File: src/rtl/store_pkg.sv
// Shared types and default constants for the store checkout controller.
package store_pkg;

    typedef enum logic [1:0] {
        IDLE  = 2'd0,
        SCAN  = 2'd1,
        ALARM = 2'd2,
        DONE  = 2'd3
    } state_e;

    localparam int DEFAULT_MAX_ITEMS = 15;
    localparam int DEFAULT_ALARM_MIN = 8;
    localparam int CNT_W             = 4;

endpackage

File: src/rtl/store_alarm_timer.sv
// Saturating hold counter: enforces a minimum time in ALARM before the
// attendant acknowledge is allowed to release it.
module store_alarm_timer
    import store_pkg::*;
#(
    parameter int ALARM_MIN = DEFAULT_ALARM_MIN
) (
    input  logic clk,
    input  logic reset,
    input  logic clr,
    input  logic en,
    output logic expired
);

    localparam logic [7:0] LIMIT = 8'(ALARM_MIN);

    logic [7:0] cnt_q;
    logic [7:0] cnt_d;

    always_comb begin
        cnt_d = cnt_q;
        if (clr) begin
            cnt_d = '0;
        end else if (en && (cnt_q != LIMIT)) begin
            cnt_d = cnt_q + 8'd1;
        end
    end

    // NOTE: state registers use non-blocking assignments and a synchronous
    // reset so every flop updates together on the rising edge.
    always_ff @(posedge clk) begin
        if (reset) begin
            cnt_q <= '0;
        end else begin
            cnt_q <= cnt_d;
        end
    end

    assign expired = (cnt_q == LIMIT);

endmodule

File: src/rtl/store_checkout.sv
// Checkout transaction controller: counts scanned items, raises an alarm on
// stolen items and pulses total_valid when the transaction closes.
module store_checkout
    import store_pkg::*;
#(
    parameter int MAX_ITEMS = DEFAULT_MAX_ITEMS,
    parameter int ALARM_MIN = DEFAULT_ALARM_MIN
) (
    input  logic             clk,
    input  logic             reset,
    input  logic             item_valid,
    input  logic             item_stolen,
    input  logic             item_discounted,
    output logic             item_ready,
    input  logic             checkout,
    input  logic             clear_alarm,
    output logic [CNT_W-1:0] item_count,
    output logic [CNT_W-1:0] discount_count,
    output logic             alarm,
    output logic             total_valid
);

    localparam logic [CNT_W-1:0] MAX_CNT = CNT_W'(MAX_ITEMS);

    state_e           state_q, state_d;
    logic [CNT_W-1:0] item_cnt_q, item_cnt_d;
    logic [CNT_W-1:0] disc_cnt_q, disc_cnt_d;
    logic             hold_expired;
    logic             good_xfer;
    logic             stolen_xfer;

    store_alarm_timer #(
        .ALARM_MIN (ALARM_MIN)
    ) u_alarm_timer (
        .clk     (clk),
        .reset   (reset),
        .clr     (state_q != ALARM),
        .en      (state_q == ALARM),
        .expired (hold_expired)
    );

    always_ff @(posedge clk) begin
        if (reset) begin
            state_q    <= IDLE;
            item_cnt_q <= '0;
            disc_cnt_q <= '0;
        end else begin
            state_q    <= state_d;
            item_cnt_q <= item_cnt_d;
            disc_cnt_q <= disc_cnt_d;
        end
    end

    assign good_xfer   = item_valid && item_ready && !item_stolen;
    assign stolen_xfer = item_valid && item_ready && item_stolen;

    // NOTE: every comb output gets a default first so no path infers a latch.
    always_comb begin
        state_d    = state_q;
        item_cnt_d = item_cnt_q;
        disc_cnt_d = disc_cnt_q;
        unique case (state_q)
            IDLE, SCAN: begin
                if (stolen_xfer) begin
                    state_d = ALARM;
                end else begin
                    if (good_xfer) begin
                        item_cnt_d = item_cnt_q + 4'd1;
                        if (item_discounted) begin
                            disc_cnt_d = disc_cnt_q + 4'd1;
                        end
                    end
                    if (state_q == IDLE) begin
                        if (good_xfer) begin
                            state_d = SCAN;
                        end
                    end else if (checkout) begin
                        state_d = DONE;
                    end
                end
            end
            ALARM: begin
                if (clear_alarm && hold_expired) begin
                    state_d = (item_cnt_q != '0) ? SCAN : IDLE;
                end
            end
            DONE: begin
                state_d    = IDLE;
                item_cnt_d = '0;
                disc_cnt_d = '0;
            end
            default: state_d = IDLE;
        endcase
    end

    // Handshake and status depend on registered state only.
    always_comb begin
        item_ready  = (state_q == IDLE) || ((state_q == SCAN) && (item_cnt_q < MAX_CNT));
        alarm       = (state_q == ALARM);
        total_valid = (state_q == DONE);
    end

    assign item_count     = item_cnt_q;
    assign discount_count = disc_cnt_q;

endmodule

File: config.mk
export PLATFORM = sky130hd
export DESIGN_NAME = store_checkout
export DESIGN_NICKNAME = d
export VERILOG_FILES = /design/src/rtl/store_pkg.sv /design/src/rtl/store_alarm_timer.sv /design/src/rtl/store_checkout.sv
export SDC_FILE = /design/constraint.sdc
export NUM_CORES = 1
export LEC_CHECK = 0
export CAP_MARGIN = 20
export CORE_ASPECT_RATIO = 1.75
export CORE_MARGIN = 2
export CORE_UTILIZATION = 30
export DETAILED_ROUTE_END_ITERATION = 10
export MAX_ROUTING_LAYER = met4
export PLACE_DENSITY = 0.61
export SYNTH_ARGS = -nofsm -noshare
export SYNTH_HDL_FRONTEND = slang
export SYNTH_SLANG_ARGS = --single-unit
export TNS_END_PERCENT = 100
File: constraint.sdc
create_clock -name clk -period 2.2 [get_ports clk]
set_clock_uncertainty 0.05 [all_clocks]
set_input_delay 0.44 -clock clk [delete_from_list [all_inputs] [get_ports clk]]
set_output_delay 0.44 -clock clk [all_outputs]
set_load 0.01 [all_outputs]
## Word-level counts from Yosys, hierarchy flattened

Index checks and enable logic that the tools add are counted.

- Register bits: 18
- Memories kept: 0
- Word-level logic and storage cells: 50
- Latch bits: 0
- Output and inout bits: 11
- Bits of input ports: 7
- Bits in read-only memories: 0
- RAM bits: 0

- Bitwise gates (word level): 0
- Add/sub/neg operators: 3
- Eq/ne operators: 12
- Shift operators: 0
- Reduce and logical (&&, ||, !) cells: 16
- Div/mod/pow operators: 0
- Muxes and demuxes: 14
- $mul: 0
- Order comparisons: 1

Operators with widths:

| kind | number |
|---|---|
| 2-to-1 mux 4 bit | 5 |
| case mux 4 bit (2 select lines) | 2 |
| 2-to-1 mux 2 bit | 5 |
| != test 2 bit (second input constant) | 5 |
| adder 4 x 1 -> 4 bit (second input constant) | 2 |
| adder 8 x 1 -> 8 bit (second input constant) | 1 |
| == test 8 x 4 -> 1 bit (second input constant) | 1 |
| != test 4 bit (second input constant) | 2 |
| != test 8 x 4 -> 1 bit (second input constant) | 1 |
| logical AND 1 bit | 6 |
| case mux 2 bit (3 select lines) | 1 |
| AND reduction 3 bit | 2 |
| == test 2 bit (second input constant) | 2 |
| less-than comparator 4 bit (second input constant) | 1 |
| AND reduction 4 bit | 1 |
| nonzero test 4 bit | 1 |
| OR reduction 2 bit | 2 |
| == test 2 x 1 -> 1 bit (second input constant) | 1 |
| zero test 2 bit | 1 |
| nonzero test 2 bit | 1 |
| zero test 1 bit | 1 |
| logical OR 1 bit | 1 |
| 2-to-1 mux 1 bit | 1 |

## Longest topological paths before layout

- Depth after elaboration: 9
- Gate-level depth with buffers: 5

## Hierarchy

A second synthesis with hierarchy kept.

- Cell total of the unflattened synthesis: 119
- Area total of the unflattened synthesis: 1,008.5 µm²

Modules (own cells, without submodules):

| module | instances | cells an instance | area an instance (µm²) |
|---|---|---|---|
| store_checkout | 1 | 70 | 596.8 |
| store_alarm_timer | 1 | 49 | 411.6 |

## Least setup slack after synthesis

OpenSTA, ideal clock, no wires.

- Kind: register -> output
- From: register item_cnt_q[1] (netlist: item_count[1])
- To: output port item_ready
- Path slack: 0.499 ns
- Stages on the path, launching flop included: 5
- Arrival time: 1.211 ns
- Required time: 1.710 ns
- Path through: dfxtp_1 ha_1 and4_1 clkbuf_1 nor2_1

- Word-level cells in the longest chain between the ends: 3

RTL lines:

| what | RTL line | source |
|---|---|---|
| from (decl) | store_checkout.sv:26 | `logic [CNT_W-1:0] item_cnt_q, item_cnt_d;` |
| from (signal assigned) | store_checkout.sv:49 | `item_cnt_q <= item_cnt_d;` |
| less-than comparator 4 bit | store_checkout.sv:98 | `item_ready = (state_q == IDLE) \|\| ((state_q == SCAN) && (item_cnt_q < MAX_CNT));` |
| logical AND 1 bit | store_checkout.sv:98 |  |
| logical OR 1 bit | store_checkout.sv:98 |  |
| to (decl) | store_checkout.sv:14 | `output logic item_ready,` |

No other way between the ends.

## Worst setup path after layout

- From: register state_q[1]
- To: output port alarm

- Word-level cells in the longest chain between the ends: 1

RTL lines:

| what | RTL line | source |
|---|---|---|
| from (decl) | store_checkout.sv:25 | `state_e state_q, state_d;` |
| from (signal assigned) | store_checkout.sv:48 | `state_q <= state_d;` |
| == test 2 bit | store_checkout.sv:99 | `alarm = (state_q == ALARM);` |
| to (decl) | store_checkout.sv:19 | `output logic alarm,` |

No other way between the ends.

==> run metrics <==
drt pass-1 iters 4; Synth async-reset ratio 0%; largest net degree at the start of global routing 14; Die ar. 3743 um2; GR Util met2 23.29%; Warnings, synthesis 0; Core Area 3142 um2; Pwr Total 0.6789 mW; # DRC 0; Synth Cell Area 975.9 um2; Ant. Diodes 0; Setup Viol. Count Final 0; Hold WS 0.4538 ns; initial antenna violation count 0; Area Growth Syn to Fin 26.92%; Max Slew Vio Count 0; Vias/cell 5.287; Pwr Density 548.1 nW/um2; clock sinks 18; via count 920; Synth area leaders dfxtp_1 (37%), a21oi_1 (7.2%), ha_1 (6.4%); number of synthesized register bits 18; GRT busiest layer met2; Die W 47.12 um; run status finished clean; Starting Density 31.06%; Net Switching 0.1691 mW; final WL 2.217 mm; FILL cells 322; post-route minimum period 2.045 ns; HP Class flop to flop; GPL Wtd Cong 0.8788; Fmax 488.9 MHz; root buf cell clkbuf_8; syn avg cell area 8.637 um2; Post-synth EDFFs 0; dominant synthesized flop cell dfxtp_1; nets@finish 145; area share of the largest cell type after synthesis 36.92%; M3 GR Usage 2.489%; sequential-to-total area share from yosys stat 36.92%; WL/cell 12.74 um; top post-synthesis cells by count dfxtp_1 (18), a21oi_1 (14), inv_1 (7), nand3_1 (7), o21ai_0 (6); Tot GR Track Use 13.92%; Post-Syn Nets 125; Final Hold Vio Count 0; Worst Tran Pin Value 0.4880 ns; crit path max fanout 12; Worst VDD drop 0.0003435 V; Setup CP Type flop to output port; Worst Path Required 1.71 ns; Iter 0 DRT Violations 15; CTS tree built; Yosys cell types 37; clock share of power 33.5%; clock latency at the later pin of the worst-skew pair 0.25 ns; final antenna-violating net count 0; layout cells sized above 1 7.634%; RSZ-0062 raised after global routing false; crit path launch type flop; number of global-route vias before repair 872; relative slew slack 67.38%; die height 79.45 um; Comb pwr share 14.2%; total negative slack 0 ns; cts hold-fix bufs 0; Internal Pwr Total 0.5098 mW; Cells after Synth 113; Tcrit/Tclk final 92.97%; grt ovf 0; row count 27; global-route wire length before repair 3.795 mm; Max Cap Viol 0; Clock Pin Slew Worst Setup and Hold Paths 0.06 ns; cell taking the most area after synthesis dfxtp_1; DP HPWL 1.735 mm; sequential power share 52.3%; met1 global-route usage 15.34%; clock buffer depth 2; CP endpoint kind output port; WP data arrival 1.56 ns; Finished Core Util 39.43%; sw frac 24.91%; Pleak 0.4014 nW; most used standard cell by instance count after synthesis dfxtp_1; # IOs 18; TritonCTS buffer count 3; IO buf count 17; htree depth 1
final cells by class:
cell class,instances,area [um2],area share (%)
inverters,7,26.28,2.121
well taps,43,53.80,4.343
clock buffers,3,41.29,3.333
repair buffers,20,191.4,15.45
flip-flops and latches,18,360.3,29.09
multi-input cells,83,565.5,45.66
metal layers:
layer / up-vias / part of all wire (%) / routed length [um]
li1: 464 / - / -
met4: 0 / 2.0 / 44
met2: 18 / 52 / 1163
met5: - / 0 / 0
met3: 6 / 3.8 / 84
met1: 432 / 42 / 924
worst max-delay path: stages (launching register included):
cell	delay, ns
dfxtp_1	0.53
nor2b_1	0.22
clkdlybuf4s50_1	0.56
kinds of logic (layout without fill, tap and decap cells):
| group | after synthesis | in the layout | share of synthesized area [%] |
|---|---|---|---|
| AOI/OAI and AO/OA | 34 | 34 | 21.80 |
| and+or+nand+nor | 43 | 43 | 28.85 |
| xor gates and xnor gates | 1 | 1 | 0.8976 |
| DFF | 18 | 18 | 36.92 |
| buffers and inverters | 12 | 30 | 5.128 |
| adders and majority gates | 5 | 5 | 6.410 |
through the flow:
stage | instances | cell area [um2] | setup WS (ns)
2_1_floorplan | 113 | 975.9 | 0.4992
3_3_place_gp | 171 | 1199 | 0.1389
3_5_place_dp | 171 | 1199 | 0.1260
4_1_cts | 174 | 1239 | 0.1391
5_1_grt | 174 | 1239 | 0.03575
6_report | 174 | 1239 | 0.1546
flip-flops by register name, summed over array words and instances (netlist names):
signal and flops:
discount_count 4, u_alarm_timer.cnt_q 8, item_count 4, state_q 2
power by group through the flow:
stage                     Clock, mW  Combinational [mW]  Sequential, mW
after floorplan                   0              0.0646           0.352
after global placement            0              0.0965           0.362
after detailed placement          0              0.0993           0.363
after CTS                     0.241              0.0981           0.355
after global routing          0.253               0.107           0.358
final                         0.227              0.0964           0.355
placed cells by master (no fill, tap or decap), types with 2 or more instances in the layout:
cell type / synthesis / final
dfxtp_1: 18 / 18
clkdlybuf4s50_1: 0 / 16
a21oi_1: 14 / 14
inv_1: 7 / 7
nand3_1: 7 / 7
o21ai_0: 6 / 6
o31ai_1: 5 / 5
or4_1: 5 / 5
ha_1: 5 / 5
nor3b_1: 4 / 4
nor2_1: 3 / 3
nand2_1: 3 / 3
or3_1: 3 / 3
o21a_1: 3 / 3
clkbuf_8: 0 / 3
buf_4: 1 / 3
nor2b_1: 2 / 2
nand4_1: 2 / 2
and3_1: 2 / 2
nor3_1: 2 / 2
path summary, 6_finish.rpt:
| path | start | end | cells after the start | slack [ns] |
|---|---|---|---|---|
| setup reg to reg | item_count[0] | item_count[3] | 5 | 0.46 |
| hold / removal | discount_count[3] | discount_count[3] | 2 | 0.45 |
| setup / recovery | state_q[1] | alarm | 2 | 0.15 |
| hold reg to reg | discount_count[3] | discount_count[3] | 2 | 0.45 |
timing repair:
action                     CTS  global route
setup buffers                0             0
setup endpoints to repair    1             0
resized for setup            1             0
Note: power is estimated with default switching activity, not from simulation.
